[src/rtl/tlm_xfer_pkg.sv]
// Shared types for the message collector: FSM state encoding and the byte type.
package tlm_xfer_pkg;

  typedef enum logic [1:0] {
    FILL  = 2'd0,
    HOLD  = 2'd1,
    DRAIN = 2'd2
  } state_t;

  typedef logic [7:0] byte_t;

endpackage

[src/rtl/tlm_msg_collector_if.sv]
// Bundles the byte stream from the DUT and the host drain port of the collector.
import tlm_xfer_pkg::*;

interface tlm_msg_collector_if #(
  parameter int DEPTH = 256
);
  localparam int AW = $clog2(DEPTH);

  logic          s_valid;
  logic          s_ready;
  byte_t         s_data;
  logic          s_last;
  logic          msg_avail;
  logic [AW:0]   msg_len;
  logic          msg_trunc;
  logic          rd_start;
  logic          rd_en;
  logic          rd_valid;
  byte_t         rd_data;

  // The collector is the slave; the byte source and host together form the master.
  modport slave (
    input  s_valid, s_data, s_last, rd_start, rd_en,
    output s_ready, msg_avail, msg_len, msg_trunc, rd_valid, rd_data
  );

  modport master (
    output s_valid, s_data, s_last, rd_start, rd_en,
    input  s_ready, msg_avail, msg_len, msg_trunc, rd_valid, rd_data
  );

endinterface

[src/rtl/tlm_byte_ram.sv]
// DEPTH x 8 simple dual-port RAM: synchronous write, registered read.
import tlm_xfer_pkg::*;

module tlm_byte_ram #(
  parameter int DEPTH = 256,
  localparam int AW   = $clog2(DEPTH)
) (
  input  logic          clk,
  input  logic          rst_n,
  input  logic          we,
  input  logic [AW-1:0] waddr,
  input  byte_t         wdata,
  input  logic          re,
  input  logic [AW-1:0] raddr,
  output byte_t         rdata
);

  byte_t mem [DEPTH];

  always_ff @(posedge clk) begin
    if (we) begin
      mem[waddr] <= wdata;
    end
  end

  // Only the read register is reset; it holds its value between reads.
  always_ff @(posedge clk or negedge rst_n) begin
    if (!rst_n) begin
      rdata <= '0;
    end else if (re) begin
      rdata <= mem[raddr];
    end
  end

endmodule

[src/rtl/tlm_msg_collector.sv]
// Captures one framed message from a byte stream, holds it, then lets a host drain it.
import tlm_xfer_pkg::*;

module tlm_msg_collector #(
  parameter int DEPTH = 256,
  localparam int AW   = $clog2(DEPTH)
) (
  input  logic                 clk,
  input  logic                 rst_n,
  tlm_msg_collector_if.slave   bus
);

  localparam logic [AW:0] DEPTH_W = (AW+1)'(DEPTH);

  state_t      state;
  state_t      next_state;
  logic [AW:0] wr_cnt;
  logic [AW:0] rd_cnt;
  logic [AW:0] msg_len_q;
  logic        trunc_flag;
  logic        msg_trunc_q;
  logic        s_ready_q;
  logic        rd_valid_q;
  logic        xfer;
  logic        full;
  logic        wr_en;
  logic        rd_ok;
  logic        drain_done;
  byte_t       ram_rdata;

  assign xfer       = bus.s_valid && s_ready_q && (state == FILL);
  assign full       = (wr_cnt == DEPTH_W);
  assign wr_en      = xfer && !full;
  assign rd_ok      = (state == DRAIN) && bus.rd_en && (rd_cnt != msg_len_q);
  assign drain_done = (state == DRAIN) && rd_valid_q && (rd_cnt == msg_len_q);

  always_ff @(posedge clk or negedge rst_n) begin
    if (!rst_n) begin
      state <= FILL;
    end else begin
      state <= next_state;
    end
  end

  always_comb begin
    next_state = state;
    case (state)
      FILL:    if (xfer && bus.s_last) next_state = HOLD;
      HOLD:    if (bus.rd_start)       next_state = DRAIN;
      DRAIN:   if (drain_done)         next_state = FILL;
      default:                         next_state = FILL;
    endcase
  end

  // s_ready is registered so it stays low through reset and rises on the first edge after it.
  always_ff @(posedge clk or negedge rst_n) begin
    if (!rst_n) begin
      s_ready_q   <= 1'b0;
      rd_valid_q  <= 1'b0;
      wr_cnt      <= '0;
      rd_cnt      <= '0;
      trunc_flag  <= 1'b0;
      msg_len_q   <= '0;
      msg_trunc_q <= 1'b0;
    end else begin
      s_ready_q  <= (next_state == FILL);
      rd_valid_q <= rd_ok;
      case (state)
        FILL: begin
          if (xfer) begin
            if (full) begin
              trunc_flag <= 1'b1;
            end else begin
              wr_cnt <= wr_cnt + 1'b1;
            end
            if (bus.s_last) begin
              msg_len_q   <= full ? DEPTH_W : wr_cnt + 1'b1;
              msg_trunc_q <= trunc_flag || full;
            end
          end
        end
        HOLD: begin
          if (bus.rd_start) begin
            rd_cnt <= '0;
          end
        end
        DRAIN: begin
          if (rd_ok) begin
            rd_cnt <= rd_cnt + 1'b1;
          end
          if (drain_done) begin
            wr_cnt      <= '0;
            trunc_flag  <= 1'b0;
            msg_len_q   <= '0;
            msg_trunc_q <= 1'b0;
          end
        end
        default: begin
          wr_cnt <= '0;
        end
      endcase
    end
  end

  tlm_byte_ram #(
    .DEPTH (DEPTH)
  ) u_ram (
    .clk   (clk),
    .rst_n (rst_n),
    .we    (wr_en),
    .waddr (wr_cnt[AW-1:0]),
    .wdata (bus.s_data),
    .re    (rd_ok),
    .raddr (rd_cnt[AW-1:0]),
    .rdata (ram_rdata)
  );

  assign bus.s_ready   = s_ready_q;
  assign bus.msg_avail = (state == HOLD);
  assign bus.msg_len   = msg_len_q;
  assign bus.msg_trunc = msg_trunc_q;
  assign bus.rd_valid  = rd_valid_q;
  assign bus.rd_data   = ram_rdata;

endmodule
[src/flat_wrapper.sv]
// flat-port wrapper written by rule: the top's interface ports become plain ports
module tlm_msg_collector_flat 
#(
  parameter int DEPTH = 256,
  localparam int AW   = $clog2(DEPTH)
)
  (clk, rst_n, bus_s_valid, bus_s_data, bus_s_last, bus_rd_start, bus_rd_en, bus_s_ready, bus_msg_avail, bus_msg_len, bus_msg_trunc, bus_rd_valid, bus_rd_data);
  tlm_msg_collector_if #(.DEPTH(DEPTH)) bus_i ();
  input  logic clk;
  input  logic rst_n;
  input wire logic [$bits(bus_i.s_valid)-1:0] bus_s_valid;
  input wire logic [$bits(bus_i.s_data)-1:0] bus_s_data;
  input wire logic [$bits(bus_i.s_last)-1:0] bus_s_last;
  input wire logic [$bits(bus_i.rd_start)-1:0] bus_rd_start;
  input wire logic [$bits(bus_i.rd_en)-1:0] bus_rd_en;
  output wire logic [$bits(bus_i.s_ready)-1:0] bus_s_ready;
  output wire logic [$bits(bus_i.msg_avail)-1:0] bus_msg_avail;
  output wire logic [$bits(bus_i.msg_len)-1:0] bus_msg_len;
  output wire logic [$bits(bus_i.msg_trunc)-1:0] bus_msg_trunc;
  output wire logic [$bits(bus_i.rd_valid)-1:0] bus_rd_valid;
  output wire logic [$bits(bus_i.rd_data)-1:0] bus_rd_data;
  assign bus_i.s_valid = bus_s_valid;
  assign bus_i.s_data = bus_s_data;
  assign bus_i.s_last = bus_s_last;
  assign bus_i.rd_start = bus_rd_start;
  assign bus_i.rd_en = bus_rd_en;
  assign bus_s_ready = bus_i.s_ready;
  assign bus_msg_avail = bus_i.msg_avail;
  assign bus_msg_len = bus_i.msg_len;
  assign bus_msg_trunc = bus_i.msg_trunc;
  assign bus_rd_valid = bus_i.rd_valid;
  assign bus_rd_data = bus_i.rd_data;
  tlm_msg_collector #(.DEPTH(DEPTH)) u_core (.clk(clk), .rst_n(rst_n), .bus(bus_i));
endmodule
[config.mk]
export PLATFORM = sky130hd
export DESIGN_NAME = tlm_msg_collector_flat
export DESIGN_NICKNAME = d
export VERILOG_FILES = /design/src/rtl/tlm_xfer_pkg.sv /design/src/rtl/tlm_msg_collector_if.sv /design/src/rtl/tlm_byte_ram.sv /design/src/rtl/tlm_msg_collector.sv /design/src/flat_wrapper.sv
export SDC_FILE = /design/constraint.sdc
export NUM_CORES = 2
export LEC_CHECK = 0
export ABC_AREA = 1
export BUFFER_PORTS_ARGS = -buffer_cell sky130_fd_sc_hd__buf_2
export CAP_MARGIN = 25
export CORE_ASPECT_RATIO = 1.2
export CORE_MARGIN = 2
export CORE_UTILIZATION = 63
export DETAILED_ROUTE_END_ITERATION = 10
export GPL_TIMING_DRIVEN = 1
export HOLD_SLACK_MARGIN = 0.05
export PLACE_DENSITY = 0.79
export SYNTH_ARGS = -nofsm -noshare
export SYNTH_HDL_FRONTEND = slang
export SYNTH_SLANG_ARGS = --single-unit
[constraint.sdc]
create_clock -name clk -period 3 [get_ports clk]
set_input_delay 0.15 -clock clk [delete_from_list [all_inputs] [get_ports clk]]
set_output_delay 0.15 -clock clk [all_outputs]
set_load 0.01 [all_outputs]
==> results.json <==
{
  "outcome": "complete, but fails checks",
  "violations": "negative setup slack",
  "cts_tree": "yes",
  "grt_first_pass_wirelength_mm": 356,
  "cts_buffer_depth": 3,
  "path_common_cell": "nor2_1",
  "drc": 0,
  "synth_cell_type_count": 33,
  "clock_latency_ns": 0.86,
  "skew_ns": 0.0524,
  "ant_nets": 0,
  "cp_max_fo": 61,
  "hold_class": "input port to asynchronous set/reset pin",
  "grt_overflow": 0,
  "fin_crit_sh": 1.01,
  "critPathMaxStageDelay_ns": 0.57,
  "first_iter_violations": 9067,
  "tightest_slew_ns": 0.919,
  "htree_levels": 4,
  "clkTransAtPathRegs_ns": 0.07,
  "critical_path_arrival_ns": 3.82,
  "synth.avg_cell_area_um2": 10.8,
  "synthAdderAreaFrac": 0.00128,
  "dp_hpwl_mm": 146,
  "dpl_worst_slack_ns": -0.0284,
  "wirelength_mm": 242,
  "p_per_area_mw_per_mm2": 678,
  "finalWorstSetupSlack_ns": -0.0335,
  "path_cells": "inv_16 > buf_12 > buf_4 > nor2_1 > o211ai_1 > nand3_1 > nand2_1 > nand2_1 > nor2_1 > nor2_1 > nor2_1 > buf_4 > nor2_1 > nor2_1",
  "fmax_ghz": 0.330,
  "synth_seq_cells": 2089,
  "post_cts_buffers": 0,
  "worst-setup-path-type": "register to register",
  "portBuffers": 34,
  "antenna_found_initial": 6,
  "drt-wirelength-per-cell_um": 23.6,
  "timing.rr.start": "u_core.rd_cnt[0]",
  "synth_top_family_by_area": "simple AND/OR/NAND/NOR gates",
  "ys.flop_type": "edfxtp_1",
  "gp_congestion": 0.987,
  "fin_nets": 8268,
  "cp_num_buf_inv": 4,
  "critPathLaunchType": "register",
  "cts_root_buf": "clkbuf_16",
  "grt_max_degree": 130,
  "coreArea_mm2": 0.139,
  "die_h_um": 413,
  "cp-end-kind": "register",
  "drive_gt1_frac": 0.0852,
  "p_leak_nw": 37.0,
  "placedInstanceArea_mm2": 0.0920,
  "finalSetupViolations": 2,
  "crit_family": "simple AND/OR/NAND/NOR gates",
  "synth_area_mm2": 0.0880,
  "grt_pass1_vias": 59900,
  "final_area_mm2": 0.0983,
  "final_core_util": 0.707,
  "hold_slack_ns": 0.335,
  "synthToLayoutAreaGrowth_pct": 11.7,
  "finalCriticalPeriod_ns": 3.03,
  "start_util": 0.633,
  "finalHoldViolations": 0,
  "dieWidth_um": 345,
  "critPathRequiredTime_ns": 3.79,
  "syn_nets": 8140,
  "ir_worst_vdd_mv": 0.591,
  "fillers": 9090,
  "crit_start": "u_core.rd_cnt[0]",
  "dr.pass1.iters": 8,
  "final_max_slew_viol_count": 0,
  "yosys.area_share.simple": 0.188,
  "synth-xor-area-share": 0.00169,
  "grt.total_usage": 0.335,
  "async_flop_share": 0.0196,
  "muxShareOfSynthArea": 0,
  "max-cap-violations": 0,
  "viasPerCell": 6.04,
  "slowest_stage": "dfrtp_4",
  "synth_edf_count": 2048,
  "ys_warn_count": 0,
  "rsz0062_at_grt": "true",
  "vias": 61800,
  "numCtsBuffers": 190,
  "synth_cells": 8117,
  "synth_compound_area_frac": 0.0485,
  "tns_ns": -0.0479,
  "numClockSinks": 2089,
  "seq_area_frac_synth": 0.710,
  "die_area_mm2": 0.143,
  "io_pins": 35,
  "slew_headroom": 0.385,
  "row_count": 150
}
## metrics by stage
| step | total power (W) | std cells |
|---|---|---|
| 2_1_floorplan | 0.0392 | 8117 |
| 3_3_place_gp | 0.0428 | 9858 |
| 3_5_place_dp | 0.0430 | 9858 |
| 4_1_cts | 0.0664 | 10200 |
| 5_1_grt | 0.0685 | 10200 |
| 6_report | 0.0667 | 10200 |
## worst paths after layout
| check | end | slack [ns] | depth (start not counted) |
|---|---|---|---|
| max | u_core.u_ram.rdata[2] | -0.03 | 14 |
| min | u_core.u_ram.rdata[1] | 0.34 | 3 |
| max reg2reg | u_core.u_ram.rdata[2] | -0.03 | 14 |
| min reg2reg | u_core.trunc_flag | 0.49 | 2 |
| max in group asynchronous | u_core.rd_cnt[0] | 2.17 | 4 |
| min in group clk | u_core.u_ram.mem[68][1] | 0.35 | 2 |
## synth_stat cells (2+ instances only)
cell,count,share of area
nand2_1,2071,0.088
edfxtp_1,2048,0.70
nor2_1,1446,0.062
nand3_1,626,0.036
o21ai_0,595,0.034
inv_1,533,0.023
buf_2,208,0.012
clkbuf_1,154,0.0066
a21oi_1,81,0.0046
o211ai_1,66,0.0056
o21ai_1,54,0.0031
buf_4,52,0.0044
dfrtp_1,41,0.012
buf_1,40,0.0017
buf_6,19,0.0024
o22ai_1,17,0.0012
or2_2,14,0.0010
xor2_1,13,0.0013
ha_1,9,0.0013
nand2_2,6,0.00043
nor3_1,6,0.00034
xnor2_1,4,0.00040
buf_8,2,0.00034
inv_2,2,0.000085
inv_4,2,0.00014
## flip-flops by register name, indices dropped and copies added, names as in the netlist
| register | cells |
|---|---|
| u_core.bus.msg_len | 9 |
| u_core.bus.rd_valid | 1 |
| u_core.bus.s_ready | 1 |
| u_core.bus.msg_trunc | 1 |
| u_core.u_ram.rdata | 8 |
| u_core.trunc_flag | 1 |
| u_core.u_ram.mem | 2048 |
| u_core.rd_cnt | 9 |
| u_core.wr_cnt | 9 |
| u_core.state | 2 |
## cells by family after synthesis
kind of cell,count (synthesis)
AND/OR/NAND/NOR,4174
flip-flops,2089
buffers and inverters,1013
AO/OA/AOI/OAI,815
XOR/XNOR,17
adder cells (fa/ha/maj),9
## final cells by class
| type | instances | area (µm²) | area share |
|---|---|---|---|
| timing repair buffer | 411 | 4260 | 0.0433 |
| clock inverter | 117 | 1090 | 0.0111 |
| multi-input combinational | 5015 | 21100 | 0.215 |
| tap | 1824 | 2280 | 0.0232 |
| antenna | 3 | 7.51 | 0.0000764 |
| sequential | 2089 | 62500 | 0.636 |
| inverter | 538 | 2060 | 0.0209 |
| clock buffer | 232 | 4970 | 0.0506 |
## worst reg2reg max path, cell delays in order (launching register included)
cell and delay (ns):
dfrtp_4 0.57, inv_16 0.31, buf_12 0.32, buf_4 0.18, nor2_1 0.04, o211ai_1 0.17, nand3_1 0.25, nand2_1 0.15
nand2_1 0.05, nor2_1 0.21, nor2_1 0.08, nor2_1 0.30, buf_4 0.20, nor2_1 0.05, nor2_1 0.08
## report_power, final
group          total [W]  leakage, nW  internal [W]  switching (W)
registers         0.0324         18.9        0.0322       0.000214
clock network     0.0238         2.96        0.0130         0.0108
logic             0.0105         15.1       0.00305        0.00740
## per-layer routing
metal | vias up | share of wire | wire length, µm | GRT usage
li1 | 27500 | - | - | -
met1 | 29300 | 0.34 | 83000 | 0.417
met2 | 4135 | 0.48 | 116000 | 0.551
met3 | 832 | 0.11 | 26800 | 0.0598
met4 | 6 | 0.067 | 16200 | 0.206
met5 | - | 0.00018 | 43 | 0
## placed cells by master (no fill, tap or decap), types with 3 or more instances in the layout
cell type      synthesis  layout
a21oi_1               81      81
buf_12                 0      83
buf_16                 0       3
buf_2                208      26
buf_4                 52     273
buf_8                  2       8
bufinv_16              0      13
clkbuf_1             154      37
clkbuf_16              0     193
clkbuf_8               0       4
clkinv_1               1      41
clkinv_2               0      36
clkinv_4               0       6
clkinv_8               0       4
clkinvlp_4             0       6
dfrtp_1               41      38
dfrtp_4                0       3
diode_2                0       3
dlygate4sd3_1          0      15
edfxtp_1            2048    2048
ha_1                   9       9
inv_1                533     531
inv_16                 0       9
inv_4                  2       3
inv_6                  0       4
nand2_1             2071    2068
nand2_2                6       9
nand3_1              626     626
nor2_1              1446    1435
nor2_2                 1      11
nor3_1                 6       5
o211ai_1              66      66
o21ai_0              595     595
o21ai_1               54      54
o22ai_1               17      17
or2_2                 14      14
xnor2_1                4       4
xor2_1                13      13
## repair_timing
action / 4_1_cts / 5_1_grt
hold buffers: 14 / 1
endpoints found under the setup margin: 8 / 64
resized for setup: 1 / 13
gates cloned: 0 / 2
hold endpoints to repair: 815 / 41
No activity file was read; power rests on OpenSTA's default activity.
